===== src/rtl/micro_sequencer.sv =====
// micro_sequencer: registered microprogram counter with branch, dispatch
// and an optional return stack enabled by macro MSEQ_STACK_EN.
module micro_sequencer #(
    parameter int AW    = 5,
    parameter int NCOND = 4,
    parameter int DEPTH = 4,
    localparam int CW   = $clog2(NCOND),
    localparam int SW   = $clog2(DEPTH + 1),
    localparam int NP   = 2 ** CW
) (
    input  logic             clk,
    input  logic             rst,
    input  logic             stall,
    input  logic [2:0]       seq_op,
    input  logic [AW-1:0]    naddr,
    input  logic [AW-1:0]    map_addr,
    input  logic [NCOND-1:0] cond,
    input  logic [CW-1:0]    cond_sel,
    input  logic             cond_inv,
    output logic [AW-1:0]    upc,
    output logic [SW-1:0]    sp,
    output logic             stk_err
);

    typedef enum logic [2:0] {
        OP_NEXT    = 3'b000,
        OP_JUMP    = 3'b001,
        OP_BRANCH  = 3'b010,
        OP_MAP     = 3'b011,
        OP_CALL    = 3'b100,
        OP_RET     = 3'b101,
        OP_LOOPMAP = 3'b110,
        OP_START   = 3'b111
    } seq_op_e;

    seq_op_e       op;
    logic [AW-1:0] upc_q;
    logic [AW-1:0] upc_d;
    logic [AW-1:0] inc;
    logic [NP-1:0] cond_ext;
    logic [NP-1:0] cond_ok;
    logic          t;

    assign op  = seq_op_e'(seq_op);
    assign inc = upc_q + AW'(1);

    // Selects used beyond NCOND read as a false condition, even when inverted.
    always_comb begin
        cond_ext = NP'(cond);
        cond_ok  = NP'({NCOND{1'b1}});
        t        = cond_ok[cond_sel] & (cond_ext[cond_sel] ^ cond_inv);
    end

`ifdef MSEQ_STACK_EN

    logic [SW-1:0] sp_q;
    logic [SW-1:0] sp_d;
    logic          err_q;
    logic          err_d;
    logic          push;
    logic [AW-1:0] tos;
    logic [AW-1:0] stk_q [DEPTH];

    // Top of stack is the entry just below the occupancy pointer.
    always_comb begin
        tos = '0;
        for (int i = 0; i < DEPTH; i++) begin
            if (sp_q == SW'(i + 1)) begin
                tos = stk_q[i];
            end
        end
    end

    // Next-address and stack-pointer decision for the current control word.
    always_comb begin
        upc_d = inc;
        sp_d  = sp_q;
        err_d = err_q;
        push  = 1'b0;
        unique case (op)
            OP_NEXT:    upc_d = inc;
            OP_JUMP:    upc_d = naddr;
            OP_BRANCH:  upc_d = t ? naddr : inc;
            OP_MAP:     upc_d = map_addr;
            OP_CALL: begin
                upc_d = naddr;
                if (sp_q == SW'(DEPTH)) begin
                    err_d = 1'b1;
                end else begin
                    push = 1'b1;
                    sp_d = sp_q + SW'(1);
                end
            end
            OP_RET: begin
                if (sp_q == '0) begin
                    upc_d = '0;
                    err_d = 1'b1;
                end else begin
                    upc_d = tos;
                    sp_d  = sp_q - SW'(1);
                end
            end
            OP_LOOPMAP: upc_d = t ? naddr : map_addr;
            OP_START: begin
                upc_d = '0;
                sp_d  = '0;
                err_d = 1'b0;
            end
        endcase
    end

    // Return-address storage; contents are masked by sp so need no reset.
    always_ff @(posedge clk) begin
        if (!rst && !stall && push) begin
            for (int i = 0; i < DEPTH; i++) begin
                if (sp_q == SW'(i)) begin
                    stk_q[i] <= inc;
                end
            end
        end
    end

    // Sequencer state; reset wins over stall.
    always_ff @(posedge clk) begin
        if (rst) begin
            upc_q <= '0;
            sp_q  <= '0;
            err_q <= 1'b0;
        end else if (!stall) begin
            upc_q <= upc_d;
            sp_q  <= sp_d;
            err_q <= err_d;
        end
    end

    assign sp      = sp_q;
    assign stk_err = err_q;

`else

    // Without a stack, CALL degenerates to JUMP and RET to NEXT.
    always_comb begin
        upc_d = inc;
        unique case (op)
            OP_NEXT:    upc_d = inc;
            OP_JUMP:    upc_d = naddr;
            OP_BRANCH:  upc_d = t ? naddr : inc;
            OP_MAP:     upc_d = map_addr;
            OP_CALL:    upc_d = naddr;
            OP_RET:     upc_d = inc;
            OP_LOOPMAP: upc_d = t ? naddr : map_addr;
            OP_START:   upc_d = '0;
        endcase
    end

    // Microprogram counter; reset wins over stall.
    always_ff @(posedge clk) begin
        if (rst) begin
            upc_q <= '0;
        end else if (!stall) begin
            upc_q <= upc_d;
        end
    end

    assign sp      = '0;
    assign stk_err = 1'b0;

`endif

    assign upc = upc_q;

endmodule


===== config.mk =====
export PLATFORM = sky130hd
export DESIGN_NAME = micro_sequencer
export DESIGN_NICKNAME = d
export VERILOG_FILES = /design/src/rtl/micro_sequencer.sv
export SDC_FILE = /design/constraint.sdc
export NUM_CORES = 1
export LEC_CHECK = 0
export CORE_MARGIN = 2
export CORE_UTILIZATION = 42
export CTS_CLUSTER_SIZE = 28
export DETAILED_ROUTE_END_ITERATION = 10
export GPL_TIMING_DRIVEN = 0
export HOLD_SLACK_MARGIN = 0.03
export PLACE_DENSITY = 0.91
export SLEW_MARGIN = 10
export SYNTH_ARGS = -nofsm -noshare
export SYNTH_HDL_FRONTEND = slang
export SYNTH_SLANG_ARGS = --single-unit

===== constraint.sdc =====
create_clock -name clk -period 4.5 [get_ports clk]
set_clock_uncertainty 0.05 [all_clocks]
set_input_delay 1.35 -clock clk [delete_from_list [all_inputs] [get_ports clk]]
set_output_delay 1.35 -clock clk [all_outputs]
set_load 0.1 [all_outputs]

==> results of run 1 <==
-- cell families (layout without fill, tap and decap cells) --
group,after synthesis,in the layout
and+or+nand+nor,23,23
AOI/OAI and AO/OA,22,22
muxes,13,13
buffers and inverters,10,40
DFF,5,5
xor gates and xnor gates,4,4
adders and majority gates,1,1
other,1,4
-- cell usage in the layout, fill, tap and decap left out, types with 2 or more instances in the layout --
master	synthesis	layout
a21oi_1	2	2
buf_2	2	2
buf_4	4	4
clkbuf_4	0	3
clkdlybuf4s50_1	0	26
conb_1	1	4
dfxtp_1	5	5
inv_1	2	2
mux2_2	3	3
mux2i_1	9	9
nand2_1	6	6
nand3_1	2	2
nor2_1	5	5
nor2b_1	5	5
o21a_1	5	5
o21ai_0	4	4
o221ai_1	4	4
o32ai_1	5	5
xnor2_1	2	2
-- layout make-up --
type,count,area (µm²)
Timing Repair Buffer,26,260.3
Multi-Input combinational cell,67,498.0
Inverter,2,7.507
Buffer,8,55.05
Sequential cell,5,100.1
Clock buffer,4,26.28
Fill cell,140,504.2
Tap cell,16,20.02
-- metrics by stage --
| stage | instances | util, % | instance area, µm² |
|---|---|---|---|
| after global routing | 128 | 65.73 | 967.2 |
| final | 128 | 65.73 | 967.2 |
| after floorplan | 82 | - | 660.6 |
| after CTS | 128 | 65.73 | 967.2 |
| after detailed placement | 124 | 63.95 | 940.9 |
| after global placement | 124 | 63.95 | 940.9 |
-- worst min-delay path, cell delays in order (launching register included) --
cell and delay (ps):
dfxtp_1 320, nand2_1 60, o32ai_1 70
-- worst paths after layout --
| path | startpoint | endpoint | slack (ps) |
|---|---|---|---|
| hold reg to reg | upc[4] | upc[4] | 460 |
| setup reg to reg | upc[0] | upc[2] | 2850 |
| hold / removal | upc[4] | upc[4] | 460 |
| setup / recovery | upc[0] | upc[0] | 1290 |
-- power by group through the flow --
stage | Sequential, mW | Clock (mW) | Combinational [mW]
finish | 0.0523 | 0.0495 | 0.133
global route | 0.0530 | 0.0565 | 0.140
CTS | 0.0524 | 0.0528 | 0.133
detailed placement | 0.0530 | 0 | 0.132
global placement | 0.0529 | 0 | 0.130
floorplan | 0.0784 | 0 | 0.0692
-- layer usage --
layer	vias up	routed length [µm]	global-route usage [%]
met2	17	837	31.64
li1	351	-	-
met3	2	74	3.404
met4	0	8	10.91
met1	318	762	23.51
met5	-	0	0
==> results.py, run 1 <==
metrics = {
    "synth": {
        "synth-edff-count": 0,
        "yosysTopAreaCell": "dfxtp_1",
        "synthesis.area_um2": 649.4,
        "synth-compound-area-share_pct": 25.05,
        "yosys.area.top_type_share_pct": 15.41,
        "synth.most_common_cell": "mux2i_1",
        "syn_area_per_cell_um2": 8.220,
        "synthAdderAreaFrac_pct": 1.927,
        "synth_xor_area_share_pct": 6.551,
        "synth_top_family_by_area": "compound AO/OA/AOI/OAI gates",
        "ys_seq_area_share_pct": 15.41,
        "synth-simple-area-share_pct": 18.30,
        "synth.area.mux_share_pct": 22.54,
        "ys_top_cells_by_count": "mux2i_1, nand2_1",
        "ys_ff_latch": 5,
        "yosysWarningCount": 0,
        "ys_types": 30,
        "ys.flop_type": "dfxtp_1",
        "synthCells": 79,
        "synthArstFlopShare_pct": 0,
        "yosys-top-cells-area": "dfxtp_1, mux2i_1, o32ai_1, o21a_1, o221ai_1",
    },
    "cells_and_area": {
        "drive_above_1_share_pct": 16.07,
        "antennaDiodeCount": 0,
        "largest_register_ffs": 5,
        "nNetsFinal": 137,
        "syn_to_final_growth_pct": 48.94,
    },
    "clocking": {
        "insertion_delay_ps": 230,
        "cts_root_buf": "clkbuf_4",
        "cts-htree-levels": 1,
        "cts_tree": "done",
        "cts-resized-gates": 0,
        "cts-buffers-inserted": 3,
        "post_cts_buffers": 0,
        "clockBufferDepth": 2,
        "cts_hold_repair.buffers": 0,
        "clkTransAtPathRegs_ps": 40,
        "cts.sinks": 5,
    },
    "grt": {
        "grt_overflow": 0,
        "antenna_found_initial": 0,
        "grt_pass1_wl_mm": 2.704,
        "grt_util_all_layers_pct": 19.27,
        "grt_max_degree": 11,
        "grt_pass1_vias": 632,
    },
    "route": {
        "drt-pass1-iter-count": 4,
        "drt_iter0_drc": 8,
        "antenna_left": 0,
        "drt_wl_total_mm": 1.682,
        "wire_per_inst_um": 13.14,
        "vias_per_cell": 5.375,
        "num_vias": 688,
        "drc_errors": 0,
    },
    "setup_path": {
        "start_kind": "register",
        "required_ps": 3100,
        "cp_max_fo": 6,
        "cpLargestDelayFamily": "buffers and inverters",
        "crit_path_cell_trace": "clkdlybuf4s50_1",
        "rr_worst_depth": 6,
        "crit_cells": 1,
        "crit_path_max_incr_delay_ps": 1170,
        "slowest_stage": "clkdlybuf4s50_1",
        "crit_path_end_kind": "primary output",
        "cp_num_buf_inv": 1,
        "critPathKind": "reg2out",
        "worstPathArrival_ps": 1810,
    },
    "pwr": {
        "pwr_density_cell_nw_per_um2": 242.8,
        "p_clk_share_pct": 21.1,
        "leakagePower_nw": 0.3876,
        "ir_drop_mv": 0.1744,
        "pwr-share-seq_pct": 22.3,
        "netSwitchingFraction_pct": 41.17,
        "finalPower_mw": 0.2348,
        "p_sw_mw": 0.09668,
        "internal-power_mw": 0.1382,
        "p_comb_share_pct": 56.7,
    },
    "die": {
        "core-area_um2": 1471,
        "dieArea_um2": 1877,
        "dieHeight_um": 43.32,
        "die_w_um": 43.32,
        "rows": 14,
        "ios": 32,
        "initial_core_util_pct": 44.13,
    },
    "timing": {
        "setup_viol": 0,
        "final_max_slew_viol_count": 0,
        "finalHoldViolCount": 0,
        "tightest_slew_ps": 982.4,
        "setup_ws_ps": 1287,
        "hold-worst-slack_ps": 460.6,
        "rsz0062_at_grt": "no",
        "fin_tns_setup_ps": 0,
        "finalCriticalPeriod_ps": 3213,
        "period_share_pct": 71.39,
        "max_freq_mhz": 311.3,
        "relSlewSlack_pct": 34.30,
    },
    "min_path": {
        "hold_depth": 2,
        "hold_path_class": "reg2reg",
    },
    "flow_run": {
        "cap_violations": 0,
    },
    "run_status": {
        "status": "finished clean",
    },
    "place": {
        "gp_congestion": 0.8371,
        "port_buffers": 26,
        "dp_hpwl_mm": 1.314,
        "dp_slack_ps": 1041,
    },
}
Note: power is estimated with default switching activity, not from simulation.
==> inputs of run 2 (changes only) <==
--- a/config.mk
+++ b/config.mk
@@ -6,12 +6,12 @@
 export NUM_CORES = 1
 export LEC_CHECK = 0
 export CORE_MARGIN = 2
-export CORE_UTILIZATION = 42
+export CORE_UTILIZATION = 39
 export CTS_CLUSTER_SIZE = 28
 export DETAILED_ROUTE_END_ITERATION = 10
 export GPL_TIMING_DRIVEN = 0
 export HOLD_SLACK_MARGIN = 0.03
-export PLACE_DENSITY = 0.91
+export PLACE_DENSITY = 0.86
 export SLEW_MARGIN = 10
 export SYNTH_ARGS = -nofsm -noshare
 export SYNTH_HDL_FRONTEND = slang
==> constraint.sdc (replaced) <==
create_clock -name clk -period 3 [get_ports clk]
set_clock_uncertainty 0.05 [all_clocks]
set_input_delay 0.9 -clock clk [delete_from_list [all_inputs] [get_ports clk]]
set_output_delay 0.9 -clock clk [all_outputs]
set_load 0.1 [all_outputs]
==> results.py, run 2 (same netlist as run 1, synthesis figures left out) <==
metrics = {
    "route": {
        "drc_errors": 0,
        "num_vias": 691,
        "vias_per_cell": 5.398,
        "drt_iter0_drc": 10,
        "antenna_left": 0,
        "wire_per_inst_um": 13.20,
        "drt-pass1-iter-count": 4,
        "drt_wl_total_mm": 1.690,
    },
    "grt": {
        "grt_overflow": 0,
        "grt_util_all_layers_pct": 19.60,
        "grt_pass1_vias": 672,
        "antenna_found_initial": 0,
        "grt_max_degree": 11,
        "grt_pass1_wl_mm": 2.904,
    },
    "setup_path": {
        "worstPathArrival_ps": 2840,
        "start_kind": "primary input",
        "critPathKind": "in2reg",
        "cp_max_fo": 10,
        "required_ps": 3070,
        "crit_path_end_kind": "register",
    },
    "pwr": {
        "internal-power_mw": 0.2074,
        "pwr-share-seq_pct": 22.2,
        "netSwitchingFraction_pct": 41.68,
        "leakagePower_nw": 0.3876,
        "pwr_density_cell_nw_per_um2": 367.7,
        "p_comb_share_pct": 56.0,
        "ir_drop_mv": 0.2596,
        "p_clk_share_pct": 21.9,
        "p_sw_mw": 0.1482,
    },
    "clocking": {
        "cts_root_buf": "clkbuf_4",
        "insertion_delay_ps": 240,
        "cts_hold_repair.buffers": 0,
        "cts-htree-levels": 1,
        "cts.sinks": 5,
        "clockBufferDepth": 2,
        "post_cts_buffers": 0,
        "cts-resized-gates": 0,
        "clkTransAtPathRegs_ps": 40,
        "cts_tree": "done",
        "cts-buffers-inserted": 3,
    },
    "die": {
        "die_w_um": 44.81,
        "rows": 14,
        "core-area_um2": 1541,
        "dieHeight_um": 44.81,
        "initial_core_util_pct": 42.13,
        "dieArea_um2": 2007,
        "ios": 32,
    },
    "cells_and_area": {
        "final_common_cell": "clkdlybuf4s50_1",
        "nNetsFinal": 137,
        "syn_to_final_growth_pct": 48.94,
        "largest_register_ffs": 5,
        "stdcell_area_um2": 967.2,
        "drive_above_1_share_pct": 16.07,
        "final_cells": 128,
        "final_cell_mix": "clkdlybuf4s50_1, mux2i_1, nand2_1",
        "antennaDiodeCount": 0,
    },
    "flow_run": {
        "cap_violations": 0,
    },
    "run_status": {
        "status": "finished clean",
    },
    "place": {
        "placedCellCount": 124,
        "dp_slack_ps": -42.49,
        "dp_hpwl_mm": 1.343,
        "placed_area_um2": 940.9,
        "port_buffers": 26,
        "gp_congestion": 0.8529,
    },
    "timing": {
        "setup_ws_ps": 221.5,
        "setup_viol": 0,
        "finalCriticalPeriod_ps": 2778,
        "final_max_slew_viol_count": 0,
        "finalHoldViolCount": 0,
        "tightest_slew_ps": 966.6,
        "max_freq_mhz": 359.9,
        "period_share_pct": 92.62,
        "rsz0062_at_grt": "no",
        "relSlewSlack_pct": 35.36,
        "fin_tns_setup_ps": 0,
    },
    "min_path": {
        "hold_path_class": "reg2reg",
    },
}
==> run 2: cell counts in the layout (fill, tap and decap cells not counted) <==
Identical to the previous run, type by type.
==> run 2: final timing paths <==
kind | startpoint | end | slack (ps) | cells past startpoint
worst max-delay path | cond_sel[0] | upc[1] | 220 | 7
worst min-delay path | upc[4] | upc[4] | 450 | 2
worst max register to register | upc[0] | upc[2] | 1300 | 6
worst min register to register | upc[4] | upc[4] | 450 | 2
==> run 2: metal layers <==
metal / vias to the layer above / routed length, µm / GRT usage [%] / share of wire, %
li1: 355 / - / - / -
met4: 0 / 25 / 10.59 / 1.5
met1: 314 / 753 / 24.45 / 45
met2: 18 / 819 / 33.33 / 48
met5: - / 0 / 0 / 0
met3: 4 / 91 / 1.600 / 5.4
==> run 2: stage by stage <==
step                power, mW  hold WS [ps]  util, %
detailed placement     0.2778         452.2    61.04
CTS                    0.3601         458.5    62.74
global route           0.3793         495.4    62.74
finish                 0.3556         452.8    62.74
global placement       0.2756         455.4    61.04
floorplan              0.2214         869.3        -
==> run 2: final cells by class <==
cell class              count  area [µm²]
flip-flops and latches      5       100.1
well taps                  16       20.02
clock buffers               4       26.28
plain buffers               8       55.05
multi-input cells          67       498.0
fillers                   147       574.3
inverters                   2       7.507
repair buffers             26       260.3
==> run 2: power by group through the flow <==
stage / Combinational [mW] / Clock [mW] / Sequential [mW]
floorplan: 0.104 / 0 / 0.118
global placement: 0.196 / 0 / 0.0796
detailed placement: 0.198 / 0 / 0.0797
CTS: 0.199 / 0.0824 / 0.0785
global route: 0.212 / 0.0874 / 0.0797
finish: 0.199 / 0.0778 / 0.0788
==> run 2: critical path, stage by stage <==
cell and delay, ps:
clkdlybuf4s50_1 480, mux4_2 530, xnor2_2 200, buf_6 190, and2b_2 220, a211oi_1 200
o32ai_1 110
==> inputs of run 3 (changes only) <==
--- a/config.mk
+++ b/config.mk
@@ -5,7 +5,6 @@
 export SDC_FILE = /design/constraint.sdc
 export NUM_CORES = 1
 export LEC_CHECK = 0
-export CORE_MARGIN = 2
 export CORE_UTILIZATION = 39
 export CTS_CLUSTER_SIZE = 28
 export DETAILED_ROUTE_END_ITERATION = 10
==> results.py, run 3 (same netlist as run 1, synthesis figures left out) <==
metrics = {
    "route": {
        "antenna_left": 0,
        "num_vias": 694,
        "wire_per_inst_um": 12.30,
        "drt_wl_total_mm": 1.574,
        "drt-pass1-iter-count": 4,
        "drc_errors": 0,
        "drt_iter0_drc": 16,
        "vias_per_cell": 5.422,
    },
    "grt": {
        "grt_max_degree": 11,
        "grt_util_all_layers_pct": 18.56,
        "grt_overflow": 0,
        "antenna_found_initial": 0,
        "grt_pass1_wl_mm": 2.635,
        "grt_pass1_vias": 628,
    },
    "setup_path": {
        "timing.rr.start": "upc[0]",
        "critPathLaunch": "upc[0]",
        "crit_path_cell_trace": "clkdlybuf4s50_1",
        "required_ps": 2050,
        "critPathKind": "reg2out",
        "cpLargestDelayFamily": "buffers and inverters",
        "crit_path_max_incr_delay_ps": 1180,
        "start_kind": "register",
        "cp_max_fo": 6,
        "worstPathArrival_ps": 1850,
        "cp_num_buf_inv": 1,
        "crit_path_end_kind": "primary output",
        "slowest_stage": "clkdlybuf4s50_1",
    },
    "cells_and_area": {
        "largest_register_ffs": 5,
        "syn_to_final_growth_pct": 48.94,
        "regArea_um2": 100.1,
        "drive_above_1_share_pct": 16.07,
        "final_cells": 128,
        "antennaDiodeCount": 0,
        "final_cell_mix": "clkdlybuf4s50_1, mux2i_1, nand2_1",
        "final_common_cell": "clkdlybuf4s50_1",
        "nNetsFinal": 137,
        "num-fill-cells": 139,
        "multiInputGateArea_um2": 498.0,
    },
    "pwr": {
        "leakagePower_nw": 0.3876,
        "pwr_density_cell_nw_per_um2": 367.3,
        "ir_drop_mv": 0.3119,
    },
    "place": {
        "gp_congestion": 0.7840,
        "placedCellCount": 124,
        "dp_hpwl_mm": 1.267,
        "dp_slack_ps": -33.90,
        "port_buffers": 26,
    },
    "timing": {
        "tightest_slew_ps": 980.9,
        "finalCriticalPeriod_ps": 2797,
        "max_freq_mhz": 357.5,
        "fin_tns_setup_ps": 0,
        "finalHoldViolCount": 0,
        "period_share_pct": 93.25,
        "relSlewSlack_pct": 34.40,
        "setup_viol": 0,
        "rsz0062_at_grt": "no",
        "final_max_slew_viol_count": 0,
        "setup_ws_ps": 202.6,
    },
    "clocking": {
        "cts_root_buf": "clkbuf_4",
        "post_cts_buffers": 0,
        "clockBufferDepth": 2,
        "clkTransAtPathRegs_ps": 40,
        "cts.sinks": 5,
        "cts-htree-levels": 1,
        "insertion_delay_ps": 240,
        "cts-resized-gates": 0,
        "cts-buffers-inserted": 3,
        "cts_tree": "done",
        "cts_hold_repair.buffers": 0,
    },
    "min_path": {
        "hold_path_class": "reg2reg",
        "worstHoldStart": "upc[1]",
    },
    "die": {
        "dieArea_um2": 1832,
        "ios": 32,
        "rows": 14,
        "core-area_um2": 1524,
        "dieHeight_um": 42.81,
        "die_w_um": 42.81,
        "initial_core_util_pct": 42.61,
    },
    "flow_run": {
        "cap_violations": 0,
    },
    "run_status": {
        "status": "finished clean",
    },
}
run 3: stage by stage:
step | area [µm²] | power, mW | hold WS (ps) | util [%]
4_1_cts | 967.2 | 0.3582 | 482.7 | 63.46
6_report | 967.2 | 0.3553 | 480.8 | 63.46
5_1_grt | 967.2 | 0.3781 | 507.3 | 63.46
3_5_place_dp | 940.9 | 0.2779 | 473.9 | 61.74
3_3_place_gp | 940.9 | 0.2748 | 454.0 | 61.74
2_1_floorplan | 660.6 | 0.2214 | 869.3 | -
run 3: layer usage:
metal / GRT usage [%] / wire, µm / share of wire (%)
met5: 0 / 0 / 0
met4: 5.625 / 11 / 0.70
met3: 2.979 / 98 / 6.2
met2: 30.91 / 791 / 50
met1: 24.29 / 673 / 43
run 3: worst reg2reg max path, cell delays in order, from the launching register on:
cell and delay [ps]:
dfxtp_1 420, ha_1 220, xor2_1 240, mux2i_1 110
a21oi_1 170, a2bb2oi_1 110, o32ai_1 250
run 3: power breakdown:
group / switching (mW) / internal [mW] / total (mW) / leakage, nW
clock network: 0.0270 / 0.0502 / 0.0772 / 0.0150
logic: 0.114 / 0.0849 / 0.199 / 0.332
registers: 0.00703 / 0.0722 / 0.0793 / 0.0411
run 3: cell type report:
type                            count  share of cell area [%]
Tap cell                           16                   2.070
Buffer                              8                   5.692
Inverter                            2                  0.7762
Sequential cell                     5                   10.35
Timing Repair Buffer               26                   26.91
Multi-Input combinational cell     67                   51.49
Clock buffer                        4                   2.717
run 3: worst paths after layout:
| kind | slack [ps] | to | cells after the start |
|---|---|---|---|
| setup reg to reg | 1330 | upc[2] | 6 |
| hold / removal | 480 | upc[1] | 2 |
| hold reg to reg | 480 | upc[1] | 2 |
| setup / recovery | 200 | upc[0] | 1 |
